File: config.mk
export PLATFORM = sky130hd
export DESIGN_NAME = set_job_arbiter
export DESIGN_NICKNAME = d
export VERILOG_FILES = /design/src/rtl/set_job_arbiter.sv
export SDC_FILE = /design/constraint.sdc
export NUM_CORES = 1
export LEC_CHECK = 0
export CAP_MARGIN = 40
export CORE_MARGIN = 2
export CORE_UTILIZATION = 25
export CTS_CLUSTER_DIAMETER = 100
export DETAILED_ROUTE_END_ITERATION = 12
export GPL_TIMING_DRIVEN = 0
export SYNTH_ARGS = -nofsm -noshare
export SYNTH_HDL_FRONTEND = slang
export SYNTH_SLANG_ARGS = --single-unit
File: constraint.sdc
create_clock -name clk -period 2.19 [get_ports clk]
set_clock_uncertainty 0.15 [all_clocks]
set_input_delay 0.438 -clock clk [delete_from_list [all_inputs] [get_ports clk]]
set_output_delay 0.438 -clock clk [all_outputs]
set_load 0.05 [all_outputs]
File: src/rtl/set_job_arbiter.sv
// Round-robin job arbiter that shares one circle-set counting engine.
// Issues one job at a time, returns the tagged result or a timeout error.
module set_job_arbiter #(
  parameter int NREQ    = 2,
  parameter int IDW     = 3,
  parameter int TIMEOUT = 255
) (
  input  logic              clk,
  input  logic              rst,
  input  logic [NREQ-1:0]   req,
  input  logic [16*NREQ-1:0] req_central,
  input  logic [8*NREQ-1:0] req_radius,
  output logic [NREQ-1:0]   ack,
  output logic              eng_en,
  output logic [15:0]       eng_central,
  output logic [7:0]        eng_radius,
  input  logic              eng_valid,
  input  logic [3:0]        eng_candidate,
  output logic              rsp_valid,
  output logic [IDW-1:0]    rsp_id,
  output logic [3:0]        rsp_candidate,
  output logic              rsp_err,
  output logic [7:0]        jobs_done
);

  typedef enum logic [1:0] {
    S_IDLE,
    S_ISSUE,
    S_WAIT,
    S_DONE
  } state_e;

  localparam logic [15:0] TLAST = 16'(TIMEOUT - 1);

  state_e          state_q, state_d;
  logic [IDW-1:0]  ptr_q, ptr_d;
  logic [IDW-1:0]  gid_q, gid_d;
  logic [NREQ-1:0] ack_q, ack_d;
  logic            en_q, en_d;
  logic [15:0]     cen_q, cen_d;
  logic [7:0]      rad_q, rad_d;
  logic            rv_q, rv_d;
  logic [IDW-1:0]  rid_q, rid_d;
  logic [3:0]      rc_q, rc_d;
  logic            re_q, re_d;
  logic [7:0]      jd_q, jd_d;
  logic [15:0]     tmr_q, tmr_d;

  logic            found;
  logic [IDW-1:0]  gnt;
  int              idx;

  // first requester at or after ptr, wrapping
  always_comb begin
    found = 1'b0;
    gnt   = ptr_q;
    idx   = 0;
    for (int k = 0; k < NREQ; k++) begin
      idx = int'(ptr_q) + k;
      if (idx >= NREQ) idx = idx - NREQ;
      if (!found && req[idx]) begin
        found = 1'b1;
        gnt   = IDW'(idx);
      end
    end
  end

  always_comb begin
    state_d = state_q;
    ptr_d   = ptr_q;
    gid_d   = gid_q;
    ack_d   = '0;
    en_d    = 1'b0;
    cen_d   = cen_q;
    rad_d   = rad_q;
    rv_d    = 1'b0;
    rid_d   = rid_q;
    rc_d    = rc_q;
    re_d    = re_q;
    jd_d    = jd_q;
    tmr_d   = tmr_q;
    unique case (state_q)
      S_IDLE: begin
        if (found) begin
          gid_d   = gnt;
          cen_d   = req_central[int'(gnt)*16 +: 16];
          rad_d   = req_radius[int'(gnt)*8 +: 8];
          ack_d   = NREQ'(1) << gnt;
          en_d    = 1'b1;
          state_d = S_ISSUE;
        end
      end
      S_ISSUE: begin
        tmr_d   = '0;
        state_d = S_WAIT;
      end
      S_WAIT: begin
        if (eng_valid) begin
          rv_d    = 1'b1;
          rid_d   = gid_q;
          rc_d    = eng_candidate;
          re_d    = 1'b0;
          jd_d    = jd_q + 8'd1;
          state_d = S_DONE;
        end else if (tmr_q == TLAST) begin
          rv_d    = 1'b1;
          rid_d   = gid_q;
          rc_d    = 4'd0;
          re_d    = 1'b1;
          state_d = S_DONE;
        end else begin
          tmr_d = tmr_q + 16'd1;
        end
      end
      S_DONE: begin
        ptr_d   = (gid_q == IDW'(NREQ-1)) ?
                  '0 : gid_q + 1'b1;
        state_d = S_IDLE;
      end
    endcase
  end

  always_ff @(posedge clk or negedge rst) begin
    if (!rst) begin
      state_q <= S_IDLE;
      ptr_q   <= '0;
      gid_q   <= '0;
      ack_q   <= '0;
      en_q    <= 1'b0;
      cen_q   <= '0;
      rad_q   <= '0;
      rv_q    <= 1'b0;
      rid_q   <= '0;
      rc_q    <= '0;
      re_q    <= 1'b0;
      jd_q    <= '0;
      tmr_q   <= '0;
    end else begin
      state_q <= state_d;
      ptr_q   <= ptr_d;
      gid_q   <= gid_d;
      ack_q   <= ack_d;
      en_q    <= en_d;
      cen_q   <= cen_d;
      rad_q   <= rad_d;
      rv_q    <= rv_d;
      rid_q   <= rid_d;
      rc_q    <= rc_d;
      re_q    <= re_d;
      jd_q    <= jd_d;
      tmr_q   <= tmr_d;
    end
  end

  assign ack           = ack_q;
  assign eng_en        = en_q;
  assign eng_central   = cen_q;
  assign eng_radius    = rad_q;
  assign rsp_valid     = rv_q;
  assign rsp_id        = rid_q;
  assign rsp_candidate = rc_q;
  assign rsp_err       = re_q;
  assign jobs_done     = jd_q;

endmodule
==> run metrics <==
Worst path slowest cell clkdlybuf4s50_1; total detailed-routing wirelength slightly above 8 mm; RSZ-0062 raised after global routing true; crit path DAT around 1.6 ns; post-route fraction of the period consumed by the critical path ~99%; die span in x roughly 120 um; Initial DRT Pass Iterations 4; proportion of register bits with asynchronous set or reset after synthesis between 90% and 100%; number of antenna-violating nets in the routed design 0; post-synthesis net count around 370; number of setup violations in the final report 0; violation count after the first detailed-route iteration 72; CP cell instances clkdlybuf4s50_1; Remaining DRCs 0; #FFs+latches synth 68; Crit. End Element primary output; pin count of the biggest net entering global routing between 50 and 60; leading register cell type out of synthesis dfrtp_1; fraction of layout instances using a drive strength above 1 14.9%; total gr overflow 0; post-CTS setup buffer count 0; root buffer cell clkbuf_16; TritonCTS clock tree built; Endpoint, Worst Hold jobs_done[7]$_DFFE_PN0P_; most frequent cell after synthesis dfrtp_1; Die Area about 0.015 mm^2; Final Instance Area between 0.005 and 0.006 mm^2; initial antenna violation count 0; pin slew with the least headroom to its limit between 0.5 and 0.6 ns; leakage power ~2.2 nW; DR vias between 2000 and 3000; launch point of the worst hold path jobs_done[7]$_DFFE_PN0P_; Fmax achieved ~460 MHz; Final Hold Vio Count 0; total routing resource utilization after global routing 12.4%; average via count per standard cell ~4.4; IO Port Bufs 100; worst max-slew margin expressed relative to the limit approximately 64%; peak ir drop on the vdd network 671 uV; source-to-sink clock delay at the later pin of the worst-skew pair approximately 0.33 ns; Sequential cell area 0.00170 mm^2; crit path time final between 2 and 2.5 ns; Final Core Density a little under two fifths; number of enable flip-flop cells after synthesis 0; cell type group with the largest total delay on the critical path buffers and inverters; share of the synthesized area in the top cell type 49.7%; R2R depth 7; flop-to-flop setup slack 0.12 ns; distinct cell type count after synthesis 46; cell count after synthesis roughly 310; cell area after technology mapping 0.00342 mm^2; row count 42; Max Slew Vio Count 0; biggest cell delay along the critical path 0.84 ns; Longest Clk Path Bufs 2; commonest cells in the netlist dfrtp_1 (68), nand2_1 (41), mux2i_1 (32), nor2_1 (23), o21ai_0 (17); CTS H-Tree Depth 3; Max Cap Violations 0; Inserted Clock Buffers 9; biggest area consumer among synthesized cells dfrtp_1; Crit Reg-Reg Startpoint tmr_q[0]$_DFFE_PN0P_; CTS Sinks 68; final-stage net count 486; wire length of the first global-routing pass roughly 14 mm; GPL Wtd Cong between 0.7 and 0.8; Area growth syn-to-layout 46.9%; Final HPWL DP ~6.3 mm; number of global-route vias before repair 2819; Min-Delay Path Class reg -> reg; cell depth of the worst min-delay path 1; Layout fillers about 1300; WP data required between 1.5 and 2 ns; Critical Setup Path Class reg -> out; peak fanout along the critical path 4; multi-input combinational cell area around 0.0017 mm^2; PD cells ~1400 mW/mm^2; cell types occupying the most area after synthesis dfrtp_1 (50%), mux2i_1 (9.4%), nand2_1 (4.5%); count of yosys warnings during synthesis 0; endpoint of the worst register-to-register path rsp_id[1]$_DFFE_PN0P_; core region area ~0.013 mm^2; DIE HEIGHT 121 um; Avg Cell Area, Syn ~11 um^2; clock transition at the register clock pins on the worst setup and hold paths after CTS around 0.060 ns; average detailed-routed wire length per instance between 10 and 15 um; starting utilization of the core area about a quarter; fraction of the yosys area taken by sequential cells between 40% and 50%; I/O pin count 101; number of diodes 0; crit path launch type flip-flop; total cell area at the placement stage roughly 0.0047 mm^2; Worst Path Buf+Inv 1; result of the run complete, no violations
[cells in the final DEF, fill, tap and decap left out, types with 3 or more instances in the layout]
cell	n
clkdlybuf4s50_1	95
dfrtp_1	66
nand2_1	41
mux2i_1	32
nor2_1	21
o21ai_0	17
xnor2_1	14
o21ai_2	10
ha_1	9
clkbuf_16	9
inv_1	8
nand3_1	7
xor2_1	6
nand4_1	5
a21oi_1	5
nand2b_1	4
clkbuf_1	4
a22o_1	4
nor4_2	4
dlymetal6s2s_1	4
a31oi_1	3
nor2b_1	3
nor4_4	3
mux2_4	3
[per-layer routing]
| layer | vias up | track usage, % | share of wire [%] | wire length (um) |
|---|---|---|---|---|
| met2 | 100 | 19.0 | 45 | 3720 |
| met3 | 10 | 5.17 | 9.6 | 801 |
| met5 | - | 0 | 0 | 0 |
| met1 | 1253 | 15.1 | 44 | 3660 |
| li1 | 1298 | - | - | - |
| met4 | 0 | 5.45 | 1.7 | 138 |
[state kept, by name, summed over array words and instances, names as in the netlist]
register,flops
jobs_done,8
rsp_id,3
rsp_valid,1
eng_central,16
ack,2
gid_q,3
state_q,2
ptr_q,3
eng_radius,8
eng_en,1
tmr_q,16
rsp_candidate,4
rsp_err,1
[power by group]
group / leakage [nW] / internal, mW / switching (mW)
Sequential: 0.886 / 1.69 / 0.374
Combinational: 1.21 / 1.31 / 2.19
Clock: 0.147 / 0.911 / 0.539
[worst reg2reg max path, cell delays in order, from the launching register on]
cell	delay, ns
dfrtp_1	0.42
inv_1	0.06
ha_1	0.21
nor4b_1	0.14
and4_4	0.18
buf_8	0.15
o21ai_4	0.30
mux2_4	0.33
[cell families (layout without fill, tap and decap cells)]
kind of cell | Yosys count | after routing | synth area share, %
AOI/OAI and AO/OA | 48 | 48 | 10.1
xor gates and xnor gates | 20 | 20 | 5.12
adders and majority gates | 10 | 10 | 3.65
buffers and inverters | 19 | 137 | 3.11
DFF | 68 | 68 | 49.7
muxes | 37 | 37 | 11.3
and+or+nand+nor | 104 | 104 | 17.0
[worst max-delay path by stage]
stage	slack, ns	startpoint	cells past startpoint	to
finish	0.03	jobs_done[3]$_DFFE_PN0P_	1	jobs_done[3]
global placement	-1.84	rst	1	eng_en$_DFF_PN0_
detailed placement	-0.34	req[1]	7	eng_central[12]$_DFFE_PN0P_
CTS	0.01	jobs_done[0]$_DFFE_PN0P_	1	jobs_done[0]
global route	-0.005	state_q[0]$_DFFE_PN0P_	7	eng_central[4]$_DFFE_PN0P_
floorplan	0.20	state_q[0]$_DFFE_PN0P_	7	state_q[1]$_DFFE_PN0P_
[through the flow]
| stage | instances | setup TNS [ns] | hold slack, ns | power, mW | setup slack (ns) |
|---|---|---|---|---|---|
| 2_1_floorplan | 306 | 0 | -0.00759 | 4.36 | 0.198 |
| 3_3_place_gp | 582 | -132.03 | 0.311 | 5.45 | -1.84 |
| 3_5_place_dp | 583 | -8.71 | 0.194 | 5.53 | -0.340 |
| 4_1_cts | 600 | 0 | 0.328 | 7.07 | 0.0128 |
| 5_1_grt | 600 | -0.00543 | 0.358 | 7.46 | -0.00492 |
| 6_report | 600 | 0 | 0.323 | 7.02 | 0.0307 |
[layout make-up]
cell class	instances	area share, %
clock inverter	4	0.970
multi-input combinational	219	32.9
tap	176	4.38
buffer	11	1.62
timing repair buffer	102	20.8
clock buffer	12	4.90
inverter	8	0.597
sequential	68	33.9
[repair_timing]
action,CTS,global route
pin swaps,0,1
hold buffers,1,0
hold endpoints to repair,18,0
gates resized for setup,4,11
setup endpoints to repair,24,27
(Power assumes the default switching activity.)
==> edit 1 (same flow settings) <==
Take the reset off `jd_q` and load it in a clocked block of its own.
--- a/src/rtl/set_job_arbiter.sv
+++ b/src/rtl/set_job_arbiter.sv
@@ -133,7 +133,6 @@
       rid_q   <= '0;
       rc_q    <= '0;
       re_q    <= 1'b0;
-      jd_q    <= '0;
       tmr_q   <= '0;
     end else begin
       state_q <= state_d;
@@ -147,9 +146,12 @@
       rid_q   <= rid_d;
       rc_q    <= rc_d;
       re_q    <= re_d;
-      jd_q    <= jd_d;
       tmr_q   <= tmr_d;
     end
+  end
+
+  always_ff @(posedge clk) begin
+    jd_q <= jd_d;
   end
 
   assign ack           = ack_q;
Check against the original RTL: differs if rst is asserted again (counterexample within 4 cycles, from zero or initial values and one cycle with rst low); with rst held inactive, the same outputs for 10 cycles.
==> edit 1 against the original RTL <==
  * Final area is 0.52% lower
  * Sequential cell count is the same
  * Synthesized area shrank 3.8%
  * Routed wire length fell by 2.1%
  * Combinational power is 2% lower
  * Synthesized cell count decreased by 0.65%
  * Register-to-register slack got worse by 0.06 ns
  * Worst setup slack lost 0.013 ns
  * Utilization increased by 1.5 points
  * Total power decreased by 1.5%
  * First-iteration DRC count up 35%
  * Critical path type is now in -> reg
  * Highest routed layer is now met5
==> edit 1: results (changes against the original RTL) <==
{| class="wikitable"
! Metric !! Value
|-
| Run status || finished clean
|-
| Largest driver fanout on the critical path || 9 (+5)
|-
| Nets in the synthesized netlist || 371 (-0.54%)
|-
| Capture instance of the worst register-to-register path || tmr_q[12]
|-
| Startpoint of the lowest-slack register-to-register path || state_q[0]
|-
| Worst slack at placement || -0.6828 ns (-0.3425 ns)
|-
| DR iter-0 viols || 97 (+35%)
|-
| Detailed-route vias per instance || 4.468 (+0.73%)
|-
| Wire length of the first global-routing pass || 13.41 mm (-4.6%)
|-
| Maximum number of pins on one net before global-route repair || 37 (-27%)
|-
| Cells after DPL || 577 (-1.0%)
|-
| Filler Cell Count || 1336 (-0.67%)
|-
| Global Route met2 Usage || 0.1936 (+0.003297)
|-
| Gate count after technology mapping || 304 (-0.65%)
|-
| Worst Tran Pin Value || 0.6398 ns (+0.09791 ns)
|-
| Fraction of layout cells with a size suffix above 1 || 0.1259 (-0.02271)
|-
| Part of the Yosys area used for sequential elements || 0.5287 (+0.03178)
|-
| Arrival time at the worst endpoint || 2.27 ns (+0.70 ns)
|-
| Crit. End Element || flip-flop
|-
| Final routed wire length divided by cell count || 13.54 um (-2.3%)
|-
| Final routed wirelength across all metal layers || 8.135 mm (-2.1%)
|-
| M3 GR Usage || 0.05068 (-0.001016)
|-
| Leading cell types by total area after synthesis || dfrtp_1, mux2i_1, edfxtp_1
|-
| EDFF count, synth || 8 (+8)
|-
| All-Layer GR Usage || 0.1196 (-0.003922)
|-
| Clock period minus final worst setup slack || 2.172 ns (+0.01269 ns)
|-
| Leakage power figure || 2.182 nW (-2.7%)
|-
| Cell area reported after detailed placement || 0.004526 mm^2 (-3.1%)
|-
| Final-layout worst hold slack || 0.3295 ns (+0.006542 ns)
|-
| Initial antenna violation count || 1 (+1)
|}
edit 1: cell families (layout without fill, tap and decap cells):
logic type,count (synthesis),after routing,share of synthesized area
flops,68,68,0.5287
xor+xnor,17,17,0.04519
mux,37,37,0.1139
buf+inv,21,146,0.02924
simple gates,101,101,0.1534
fa+ha+maj,10,10,0.03798
compound gates,50,50,0.09153
edit 1: power by group through the flow:
stage | Sequential (mW) | Combinational, mW | Clock (mW)
floorplan | 3.07 | 1.11 | 0
global route | 2.12 | 3.70 | 1.52
detailed placement | 2.05 | 3.23 | 0
global placement | 2.03 | 3.17 | 0
finish | 2.05 | 3.43 | 1.43
CTS | 2.05 | 3.32 | 1.46
edit 1: worst min-delay path by stage:
stage / startpoint / end / cells after the start
global route: eng_radius[4] / eng_radius[4] / 2
finish: eng_radius[5] / eng_radius[5] / 2
detailed placement: eng_radius[5] / eng_radius[5] / 2
global placement: eng_central[11] / eng_central[11] / 2
CTS: eng_radius[5] / eng_radius[5] / 2
floorplan: rst / ack[0] / 0
edit 1: critical path, cell delays in order:
cell and delay [ns]:
clkdlybuf4s50_1 0.50, nand2b_1 0.20, buf_6 0.14, or4_4 0.50
or3_1 0.32, a21oi_1 0.16
edit 1: layout make-up:
type	count	area, um^2	area share
clock inverters	6	65.06	0.01300
clock buffers	10	229.0	0.04576
plain buffers	12	78.83	0.01575
multi-input cells	215	1554	0.3106
repair buffers	109	1082	0.2163
inverters	9	33.78	0.006752
well taps	172	215.2	0.04301
flip-flops and latches	68	1745	0.3488
edit 1: per-layer routing:
| layer | part of all wire | wire length [um] | vias to the layer above |
|---|---|---|---|
| met4 | 0.015 | 119 | 2 |
| li1 | - | - | 1309 |
| met2 | 0.46 | 3782 | 96 |
| met1 | 0.43 | 3475 | 1267 |
| met3 | 0.091 | 744 | 11 |
| met5 | 0.0016 | 13 | - |
edit 1: what timing repair did:
item,CTS,global route
setup buffers,1,5
resized for setup,13,29
setup endpoints to repair,35,39
endpoints found under the hold margin,24,0
hold buffers,1,0
pin swaps,1,4
cloned,0,1
edit 1: through the flow:
stage | utilization | setup TNS (ns) | total power [mW]
floorplan | - | 0 | 4.175
global placement | 0.3545 | -106.38 | 5.206
detailed placement | 0.3557 | -17.08 | 5.279
CTS | 0.3840 | 0 | 6.829
global route | 0.3933 | -0.03095 | 7.342
finish | 0.3933 | 0 | 6.908
==> edit 2 (same settings) <==
Made on the original files. `NREQ`: 2 -> 1.
--- a/src/rtl/set_job_arbiter.sv
+++ b/src/rtl/set_job_arbiter.sv
@@ -1,7 +1,7 @@
 // Round-robin job arbiter that shares one circle-set counting engine.
 // Issues one job at a time, returns the tagged result or a timeout error.
 module set_job_arbiter #(
-  parameter int NREQ    = 2,
+  parameter int NREQ    = 1,
   parameter int IDW     = 3,
   parameter int TIMEOUT = 255
 ) (
Ports: changed (resized ack, req, req_central and req_radius); port bits go from 101 to 75. No check against the original RTL was run, so the function may have changed too.
==> edit 2 against the original RTL <==
  * Count of clock-buffer cells in the layout decreased by 1
  * Sequential cell count down 1
  * Critical endpoint unchanged
  * Global-route usage shrank 1.2 points
  * Final area is 14% lower
  * Worst setup slack better by 0.034 ns
  * Critical path type unchanged
  * Synthesized area shrank 13%
  * Total power shrank 19%
  * Final cell count decreased by 16%
  * Sequential share of layout area up 4.9 points
  * Die area is 12% lower
  * Routed wire length is 16% lower
==> edit 2: results (changes against the original RTL) <==
{| class="wikitable"
! Metric !! Value
|-
| HPWL after DPL || 4.933 mm (-22%)
|-
| Clock transition time at the flip-flop clock pins of the worst setup and hold paths || 0.06 ns (about the same)
|-
| Arrival time at the worst endpoint || 1.54 ns (-0.03 ns)
|-
| Cell area reported after detailed placement || 0.003928 mm^2 (-16%)
|-
| Worst reg2reg path depth || 8 (+1)
|-
| Distinct cells, synth || 44 (-4.3%)
|-
| Switching Power || 2.211 mW (-29%)
|-
| Leading cell types by total area after synthesis || dfrtp_1, a22o_1, ha_1
|-
| Detailed-route vias per instance || 4.683 (+5.6%)
|-
| Port bufs || 74 (-26%)
|-
| Wire length of the first global-routing pass || 11.55 mm (-18%)
|-
| Largest stage delay, worst path || 0.82 ns (-0.02 ns)
|-
| Vias in the first global route || 2414 (-14%)
|-
| Gp weighted congestion || 0.7784 (+2.9%)
|-
| Number of buffers inserted during clock tree synthesis || 9 (unchanged)
|-
| Share of async-settable or async-resettable flops after synthesis || 1.000 (unchanged)
|-
| All-Layer GR Usage || 0.1119 (-0.01161)
|-
| M3 GR Usage || 0.03985 (-0.01184)
|-
| Max-slew headroom at the worst pin || 0.6486 (+0.01096)
|-
| Maximum number of pins on one net before global-route repair || 36 (-29%)
|-
| Fraction of layout cells with a size suffix above 1 || 0.1198 (-0.02881)
|-
| Startpoint of the lowest-slack register-to-register path || ptr_q[0]
|-
| Clock share of power || 0.279 (+0.072)
|-
| Final routed wire length divided by cell count || 13.90 um (+0.37%)
|-
| Startpoint of the tightest hold check path || jobs_done[7]
|-
| Wire length on met1 || 3.263 mm (-11%)
|-
| Maximum number of buffers from clock root to sink || 2 (unchanged)
|-
| Run status || finished clean
|-
| Leakage power figure || 2.013 nW (-10%)
|-
| Clock latency reported for the late side of the worst-skew pair || ~0.32 ns
|-
| Global Route met2 Usage || 0.1800 (-0.01027)
|-
| Nets in the synthesized netlist || 307 (-18%)
|-
| Highest ir drop seen on vdd || 394.5 uV (-41%)
|-
| Met1 global-route usage || 0.1431 (-0.007554)
|-
| Portion of total power attributed to sequential cells || 0.311 (+0.017)
|-
| Total met3 wirelength after detailed routing || 430 um (-46%)
|-
| DR iter-0 viols || 106 (+47%)
|-
| Part of the Yosys area used for sequential elements || 0.5607 (+0.06378)
|-
| Length of routed met2 wiring || 3.229 mm (-13%)
|-
| Synth cell count leaders || dfrtp_1, a22o_1, nand2_1
|}
## edit 2: worst paths after layout
path | end | slack, ns
max in group asynchronous | tmr_q[0] | 0.90
min in group asynchronous | tmr_q[10] | 0.46
setup / recovery | jobs_done[3] | 0.07
setup reg to reg | eng_central[13] | 0.12
hold reg to reg | jobs_done[7] | 0.32
hold / removal | jobs_done[7] | 0.32
## edit 2: per-stage QoR
step	power (mW)	cells	setup WS (ns)	setup TNS [ns]
global placement	3.986	479	-1.832	-125.07
detailed placement	4.037	480	-0.2408	-3.569
CTS	5.667	498	0.004670	0
global route	5.997	502	0.004843	0
floorplan	3.281	262	0.2014	0
finish	5.657	502	0.06514	0
## edit 2: cells by family (layout without fill, tap and decap cells)
family          count (synthesis)  after routing  share of synthesized area
compound gates                 72             72                     0.1770
simple gates                   69             69                     0.1188
flops                          67             67                     0.5607
buf+inv                        24            121                    0.03431
fa+ha+maj                      13             13                    0.05439
mux                             9              9                    0.03138
xor+xnor                        8              8                    0.02343
## edit 2: area by class of cell
class / instances / area, um^2
Fill cell: 1113 / 7232
Sequential cell: 67 / 1679
Multi-Input combinational cell: 171 / 1220
Timing Repair Buffer: 81 / 812.0
Clock buffer: 11 / 242.7
Tap cell: 143 / 178.9
Clock inverter: 5 / 85.08
Buffer: 10 / 62.56
Inverter: 14 / 52.55
## edit 2: what timing repair did
action                                  in CTS  in global routing
buffers inserted                             1                  4
endpoints found under the hold margin       32                  0
endpoints found under the setup margin      24                 35
pin swaps                                    1                  1
resized for setup                            4                 11
hold buffers                                 1                  0
